## src/rtl/pwm_ctrl_pkg.sv

```systemverilog
`default_nettype none
// ============================================================================
//  Module   : pwm_ctrl_pkg
//  Brief    : Shared types, widths and default loop constants for PWM control
//  Revision : 1.0 - initial release
// ============================================================================
package pwm_ctrl_pkg;

    typedef enum logic [1:0] {
        ST_IDLE       = 2'd0,
        ST_SOFT_START = 2'd1,
        ST_REGULATE   = 2'd2,
        ST_FAULT      = 2'd3
    } state_t;

    localparam int ADC_W   = 16;
    localparam int DUTY_W  = 8;
    localparam int ERR_W   = 17;
    localparam int INTEG_W = 26;
    localparam int CMD_W   = 27;

    localparam int                DEF_KP_SHIFT  = 4;
    localparam int                DEF_KI_SHIFT  = 8;
    localparam logic [DUTY_W-1:0] DEF_DUTY_MIN  = 8'd8;
    localparam logic [DUTY_W-1:0] DEF_DUTY_MAX  = 8'd230;
    localparam logic [DUTY_W-1:0] DEF_RAMP_STEP = 8'd4;
    localparam logic [ADC_W-1:0]  DEF_ADC_LIMIT = 16'hF000;

endpackage
`default_nettype wire

```

## src/rtl/sat_add.sv

```systemverilog
`default_nettype none
// ============================================================================
//  Module   : sat_add
//  Brief    : Signed adder saturating symmetrically at +/-(2^(W-1)-1)
//  Revision : 1.0 - initial release
// ============================================================================
module sat_add #(
    parameter int W = 26
) (
    input  logic signed [W-1:0] a,
    input  logic signed [W-1:0] b,
    output logic signed [W-1:0] sum
);

    localparam logic signed [W:0] c_max = {2'b00, {(W-1){1'b1}}};
    localparam logic signed [W:0] c_min = {2'b11, {(W-2){1'b0}}, 1'b1};

    logic signed [W:0] w_wide;

    assign w_wide = {a[W-1], a} + {b[W-1], b};

    always_comb begin
        if (w_wide > c_max)
            sum = c_max[W-1:0];
        else if (w_wide < c_min)
            sum = c_min[W-1:0];
        else
            sum = w_wide[W-1:0];
    end

endmodule
`default_nettype wire

```

## src/rtl/duty_regulator.sv

```systemverilog
`default_nettype none
// ============================================================================
//  Module   : duty_regulator
//  Brief    : Per-PWM-period PI duty controller with soft-start and fault latch
//  Revision : 1.0 - initial release
// ============================================================================
module duty_regulator
    import pwm_ctrl_pkg::*;
#(
    parameter int                KP_SHIFT  = DEF_KP_SHIFT,
    parameter int                KI_SHIFT  = DEF_KI_SHIFT,
    parameter logic [DUTY_W-1:0] DUTY_MIN  = DEF_DUTY_MIN,
    parameter logic [DUTY_W-1:0] DUTY_MAX  = DEF_DUTY_MAX,
    parameter logic [DUTY_W-1:0] RAMP_STEP = DEF_RAMP_STEP,
    parameter logic [ADC_W-1:0]  ADC_LIMIT = DEF_ADC_LIMIT
) (
    input  logic              clk,
    input  logic              rst,
    input  logic              enable,
    input  logic              Complete,
    input  logic [ADC_W-1:0]  ADC,
    input  logic [ADC_W-1:0]  SETPOINT,
    output logic [DUTY_W-1:0] DUTY_CYCLE,
    output logic              update,
    output logic              Fault,
    output logic [1:0]        state
);

    localparam logic signed [CMD_W-1:0]   c_cmd_max   = {{(CMD_W-DUTY_W){1'b0}}, DUTY_MAX};
    localparam logic signed [CMD_W-1:0]   c_cmd_min   = {{(CMD_W-DUTY_W){1'b0}}, DUTY_MIN};
    localparam logic signed [INTEG_W-1:0] c_integ_pre = {{(INTEG_W-DUTY_W){1'b0}}, DUTY_MIN} << KI_SHIFT;

    state_t                    r_state, w_state_nxt;
    logic [DUTY_W-1:0]         r_duty, w_duty_nxt;
    logic signed [INTEG_W-1:0] r_integ, w_integ_nxt;
    logic                      r_update, w_update_nxt;

    logic                      r_v0, r_v1, r_v2;
    logic [ADC_W-1:0]          r_adc, r_sp;
    logic signed [ERR_W-1:0]   r_err;
    logic [DUTY_W-1:0]         r_duty_cmd;
    logic signed [INTEG_W-1:0] r_integ_upd;

    logic                      w_running, w_trip, w_live, w_busy, w_capture;
    logic signed [ERR_W-1:0]   w_p17;
    logic signed [INTEG_W-1:0] w_i26, w_err_ext, w_integ_sum;
    logic signed [CMD_W-1:0]   w_p, w_i, w_cmd;
    logic                      w_err_pos, w_err_neg, w_hold;
    logic [DUTY_W-1:0]         w_duty_cmd, w_ss_duty;
    logic [DUTY_W:0]           w_ramp;

    assign w_running = (r_state == ST_SOFT_START) || (r_state == ST_REGULATE);
    assign w_trip    = w_running && r_v0 && (r_adc > ADC_LIMIT);
    assign w_live    = w_running && enable && !w_trip;
    assign w_busy    = r_v0 || r_v1 || r_v2;
    assign w_capture = w_live && Complete && !w_busy;

    // Stage 2: P/I terms, clamped command and anti-windup decision
    assign w_p17     = r_err >>> KP_SHIFT;
    assign w_i26     = r_integ >>> KI_SHIFT;
    assign w_p       = {{(CMD_W-ERR_W){w_p17[ERR_W-1]}}, w_p17};
    assign w_i       = {{(CMD_W-INTEG_W){w_i26[INTEG_W-1]}}, w_i26};
    assign w_err_ext = {{(INTEG_W-ERR_W){r_err[ERR_W-1]}}, r_err};

    sat_add #(.W(CMD_W)) u_cmd_add (
        .a   (w_p),
        .b   (w_i),
        .sum (w_cmd)
    );

    sat_add #(.W(INTEG_W)) u_integ_add (
        .a   (r_integ),
        .b   (w_err_ext),
        .sum (w_integ_sum)
    );

    assign w_err_neg = r_err[ERR_W-1];
    assign w_err_pos = !r_err[ERR_W-1] && (r_err != '0);
    assign w_hold    = ((w_cmd > c_cmd_max) && w_err_pos) ||
                       ((w_cmd < c_cmd_min) && w_err_neg);

    always_comb begin
        if (w_cmd > c_cmd_max)
            w_duty_cmd = DUTY_MAX;
        else if (w_cmd < c_cmd_min)
            w_duty_cmd = DUTY_MIN;
        else
            w_duty_cmd = w_cmd[DUTY_W-1:0];
    end

    assign w_ramp    = {1'b0, r_duty} + {1'b0, RAMP_STEP};
    assign w_ss_duty = (w_ramp > {1'b0, r_duty_cmd}) ? r_duty_cmd : w_ramp[DUTY_W-1:0];

    always_ff @(posedge clk) begin
        if (rst) begin
            r_v0        <= 1'b0;
            r_v1        <= 1'b0;
            r_v2        <= 1'b0;
            r_adc       <= '0;
            r_sp        <= '0;
            r_err       <= '0;
            r_duty_cmd  <= '0;
            r_integ_upd <= '0;
        end else begin
            r_v0 <= w_capture;
            r_v1 <= r_v0 && w_live;
            r_v2 <= r_v1 && w_live;
            if (w_capture) begin
                r_adc <= ADC;
                r_sp  <= SETPOINT;
            end
            if (r_v0)
                r_err <= $signed({1'b0, r_sp}) - $signed({1'b0, r_adc});
            if (r_v1) begin
                r_duty_cmd  <= w_duty_cmd;
                r_integ_upd <= w_hold ? r_integ : w_integ_sum;
            end
        end
    end

    always_ff @(posedge clk) begin
        if (rst) begin
            r_state  <= ST_IDLE;
            r_duty   <= '0;
            r_integ  <= '0;
            r_update <= 1'b0;
        end else begin
            r_state  <= w_state_nxt;
            r_duty   <= w_duty_nxt;
            r_integ  <= w_integ_nxt;
            r_update <= w_update_nxt;
        end
    end

    always_comb begin
        w_state_nxt  = r_state;
        w_duty_nxt   = r_duty;
        w_integ_nxt  = r_integ;
        w_update_nxt = 1'b0;
        case (r_state)
            ST_IDLE: begin
                w_duty_nxt  = '0;
                w_integ_nxt = '0;
                if (enable) begin
                    w_state_nxt = ST_SOFT_START;
                    w_duty_nxt  = DUTY_MIN;
                    w_integ_nxt = c_integ_pre;
                end
            end
            ST_SOFT_START, ST_REGULATE: begin
                // Fault outranks disable so an over-limit sample always latches
                if (w_trip) begin
                    w_state_nxt = ST_FAULT;
                    w_duty_nxt  = '0;
                    w_integ_nxt = '0;
                end else if (!enable) begin
                    w_state_nxt = ST_IDLE;
                    w_duty_nxt  = '0;
                    w_integ_nxt = '0;
                end else if (r_v2) begin
                    w_update_nxt = 1'b1;
                    if (r_state == ST_SOFT_START) begin
                        w_duty_nxt = w_ss_duty;
                        if (w_ss_duty == r_duty_cmd)
                            w_state_nxt = ST_REGULATE;
                    end else begin
                        w_duty_nxt  = r_duty_cmd;
                        w_integ_nxt = r_integ_upd;
                    end
                end
            end
            ST_FAULT: begin
                w_duty_nxt  = '0;
                w_integ_nxt = '0;
            end
            default: begin
                w_state_nxt = ST_IDLE;
            end
        endcase
    end

    assign DUTY_CYCLE = r_duty;
    assign update     = r_update;
    assign Fault      = (r_state == ST_FAULT);
    assign state      = r_state;

endmodule
`default_nettype wire

```

## config.mk

```make
export PLATFORM = sky130hd
export DESIGN_NAME = duty_regulator
export DESIGN_NICKNAME = d
export VERILOG_FILES = /design/src/rtl/pwm_ctrl_pkg.sv /design/src/rtl/sat_add.sv /design/src/rtl/duty_regulator.sv
export SDC_FILE = /design/constraint.sdc
export NUM_CORES = 1
export LEC_CHECK = 0
export CORE_UTILIZATION = 35
export CTS_CLUSTER_SIZE = 10
export DETAILED_ROUTE_END_ITERATION = 10
export PLACE_DENSITY = 0.5
export SLEW_MARGIN = 0
export SYNTH_ARGS = -nofsm -noshare
export SYNTH_HDL_FRONTEND = slang
export SYNTH_SLANG_ARGS = --single-unit
export TNS_END_PERCENT = 30
```

## constraint.sdc

```tcl
create_clock -name clk -period 8.38 [get_ports clk]
set_input_delay 2.514 -clock clk [delete_from_list [all_inputs] [get_ports clk]]
set_output_delay 2.514 -clock clk [all_outputs]
set_load 0.05 [all_outputs]
```

==> qor.txt <==
status: finished clean
Post-CTS Resized: 0
max_slew headroom: 20.6%
GRT Residual Overflow: 0
EDFF count, synth: 0
PD cells: 245 mW/mm²
drt first pass iters: 7
CP cell instances: clkdlybuf4s50_1 > nand3_1 > nor2_1 > and3_1 > nand2_1 > a21oi_1
area leader, netlist: dfxtp_1
DP Wirelength: 16100 µm
Critical Path Start Type: input port
Num CTS Buffers: 17
worst vdd ir: 0.000117 V
Worst Hold Class: reg2reg
synth unique cells: 69
worst hold slack: 0.452 ns
Crit Path Class: in2reg
post-synthesis cell area: 0.00815 mm²
Pins Over Slew Limit: 0
area growth from synthesis to layout: 15.5%
CP max stage delay: 1.07 ns
Iter 0 DRT Violations: 410
Crit path required time: 8.72 ns
routed len/inst: 16.4 µm
Critical Path End: r_sp[11]
most frequent cells in the layout: 123 x dfxtp_1, 118 x nand2_1, 98 x nor2_1
multi-input logic area: 0.00530 mm²
synth warn: 0
Clock Skew: 0.0139 ns
Syn Nets: 1136
FF-to-FF path depth: 12
Crit Path Max Fanout: 32
Worst Setup SP: enable
Tcrit/Tclk final: 61.9%
# hold bufs at CTS: 0
share of layout cells above drive strength 1: 7.24%
Slew @ Worst Pin: 1.19 ns
vias per inst: 5.43
CTS max path bufs: 2
Worst-path clk slew: 0.06 ns
FF+latch area: 0.00246 mm²
register bit total from synthesis: 123
CTS tree: done
post-layout min period: 5.19 ns
Synth Area per Inst: 7.93 µm²
CP max stage cell: and3_1
Final Hold Viols: 0
core region area: 0.0227 mm²
first-pass GRT wire length: 36700 µm
Residual DRC: 0
die area: 0.0239 mm²
Root Buffer: clkbuf_16
RSZ-0062 raised after global routing: no
clock tree sinks: 123
share of the synthesized area in the top cell type: 30.2%
fin nets: 1159
# Max-Cap Violations: 0
port buffer count: 47
num ports: 48
Skew-Pair Late Insertion Delay: 0.42 ns
FMAX: 193 MHz
initial core utilization: 35.9%
vias in the first global route: 7071
GP Congestion: 0.830
die span in y: 155 µm
H-Tree Depth: 4
# diodes: 0
CP arrival: 5.53 ns
Final Util: 41.5%
DRT Wirelength: 22200 µm
DRT antenna net count: 0
Top FF cell, synth: dfxtp_1
ys async rst share: 0%
post-CTS setup buffer count: 0
site row count: 55
detailed-route via count: 7322
Seq/Total Area, Yosys: 30.2%
Tot GR Track Use: 19.3%
reg2reg end: r_integ_upd[25]
synth top area cells: dfxtp_1 30%, ha_1 11%, nand2_1 5.4%
Worst R2R Setup Slack: 3.83 ns
initial antenna violation count: 0
Critical R2R Launch: r_err[16]
Leakage: 3.57 nW
largest net degree at the start of global routing: 67
setup TNS: 0 ns
most common cell after layout, fill and taps aside: dfxtp_1
Horiz. Die Dim: 155 µm
endpoint type of the worst setup path: register
setup violators final: 0
# fillers: 2325
Synth Instances: 1028
## flip-flops by register name (all words and copies together), names as in the netlist
signal and cells:
r_sp 16, r_adc 16, r_v1 1, state 2, r_err 17, DUTY_CYCLE 8
r_integ_upd 26, r_integ 26, r_v2 1, r_duty_cmd 8, update 1, r_v0 1
## layer usage
layer  up-vias  track usage (%)  share of wire, %
met5         -                0                 0
met3        21             2.89               3.2
met2       129             31.5                46
met4         0             5.14               1.4
met1      3421             26.3                49
li1       3751                -                 -
## through the flow
step	total power (W)	cells	setup slack, ns	area, µm²
after floorplan	0.00136	1028	4.47	8150
after global placement	0.00157	1317	2.90	8810
after detailed placement	0.00156	1317	2.76	8810
after CTS	0.00233	1349	3.18	9420
after global routing	0.00246	1349	2.82	9420
final	0.00231	1349	3.19	9420
## cells by family (layout without fill, tap and decap cells)
logic type | after synthesis | in the layout | synth area share (%)
xor gates and xnor gates | 53 | 53 | 5.69
DFF | 123 | 123 | 30.2
and+or+nand+nor | 344 | 344 | 19.6
adders and majority gates | 72 | 72 | 11.3
buffers and inverters | 97 | 133 | 4.88
muxes | 9 | 9 | 1.12
AOI/OAI and AO/OA | 330 | 330 | 27.2
## synthesized netlist by cell type, drive strengths merged, types with 3 or more instances
master,n
inv,48
xnor2,34
a22o,8
a32oi,3
nand3,19
o2111ai,3
fa,3
nor3,29
or2,5
a311oi,4
ha,69
nor4,13
a211oi,29
o21a,9
o211ai,8
clkbuf,37
nor2,99
a21boi,4
a41oi,3
o31ai,7
a21o,19
nand4,7
a22oi,19
a31o,3
a221oi,3
a2111oi,3
and3,9
nor3b,3
a21oi,89
o21ai,87
xor2,19
nand2b,13
nand2,118
and2,11
a31oi,8
dfxtp,123
buf,12
mux2i,8
o31a,3
nand3b,3
o21bai,4
nor2b,11
## power breakdown
group / internal (W) / switching, W / total (W)
registers: 0.000621 / 0.0000484 / 0.000670
clock network: 0.000450 / 0.000314 / 0.000764
logic: 0.000345 / 0.000533 / 0.000877
total: 0.00142 / 0.000895 / 0.00231
## critical path, delay by kind of cell
family	cells	cell delay, ns
AO/OA/AOI/OAI	1	0.17
buffers and inverters	1	0.58
AND/OR/NAND/NOR	4	2.25
## layout make-up
type                       instances  area share [%]
timing repair buffer              53            5.42
tap                              285            3.79
clock inverter                    15            1.94
clock buffer                      17            4.52
sequential                       123            26.1
multi-input combinational        808            56.3
inverter                          48            1.91
## how the worst min path moves through the flow
stage,from,endpoint,cells after the start
finish,r_integ_upd[12],r_integ_upd[12],2
global route,r_integ_upd[14],r_integ_upd[14],2
CTS,r_integ_upd[18],r_integ_upd[18],2
detailed placement,r_integ_upd[18],r_integ_upd[18],2
global placement,r_integ_upd[18],r_integ_upd[18],2
floorplan,r_integ_upd[19],r_integ_upd[19],2
Note: power is estimated with default switching activity, not from simulation.
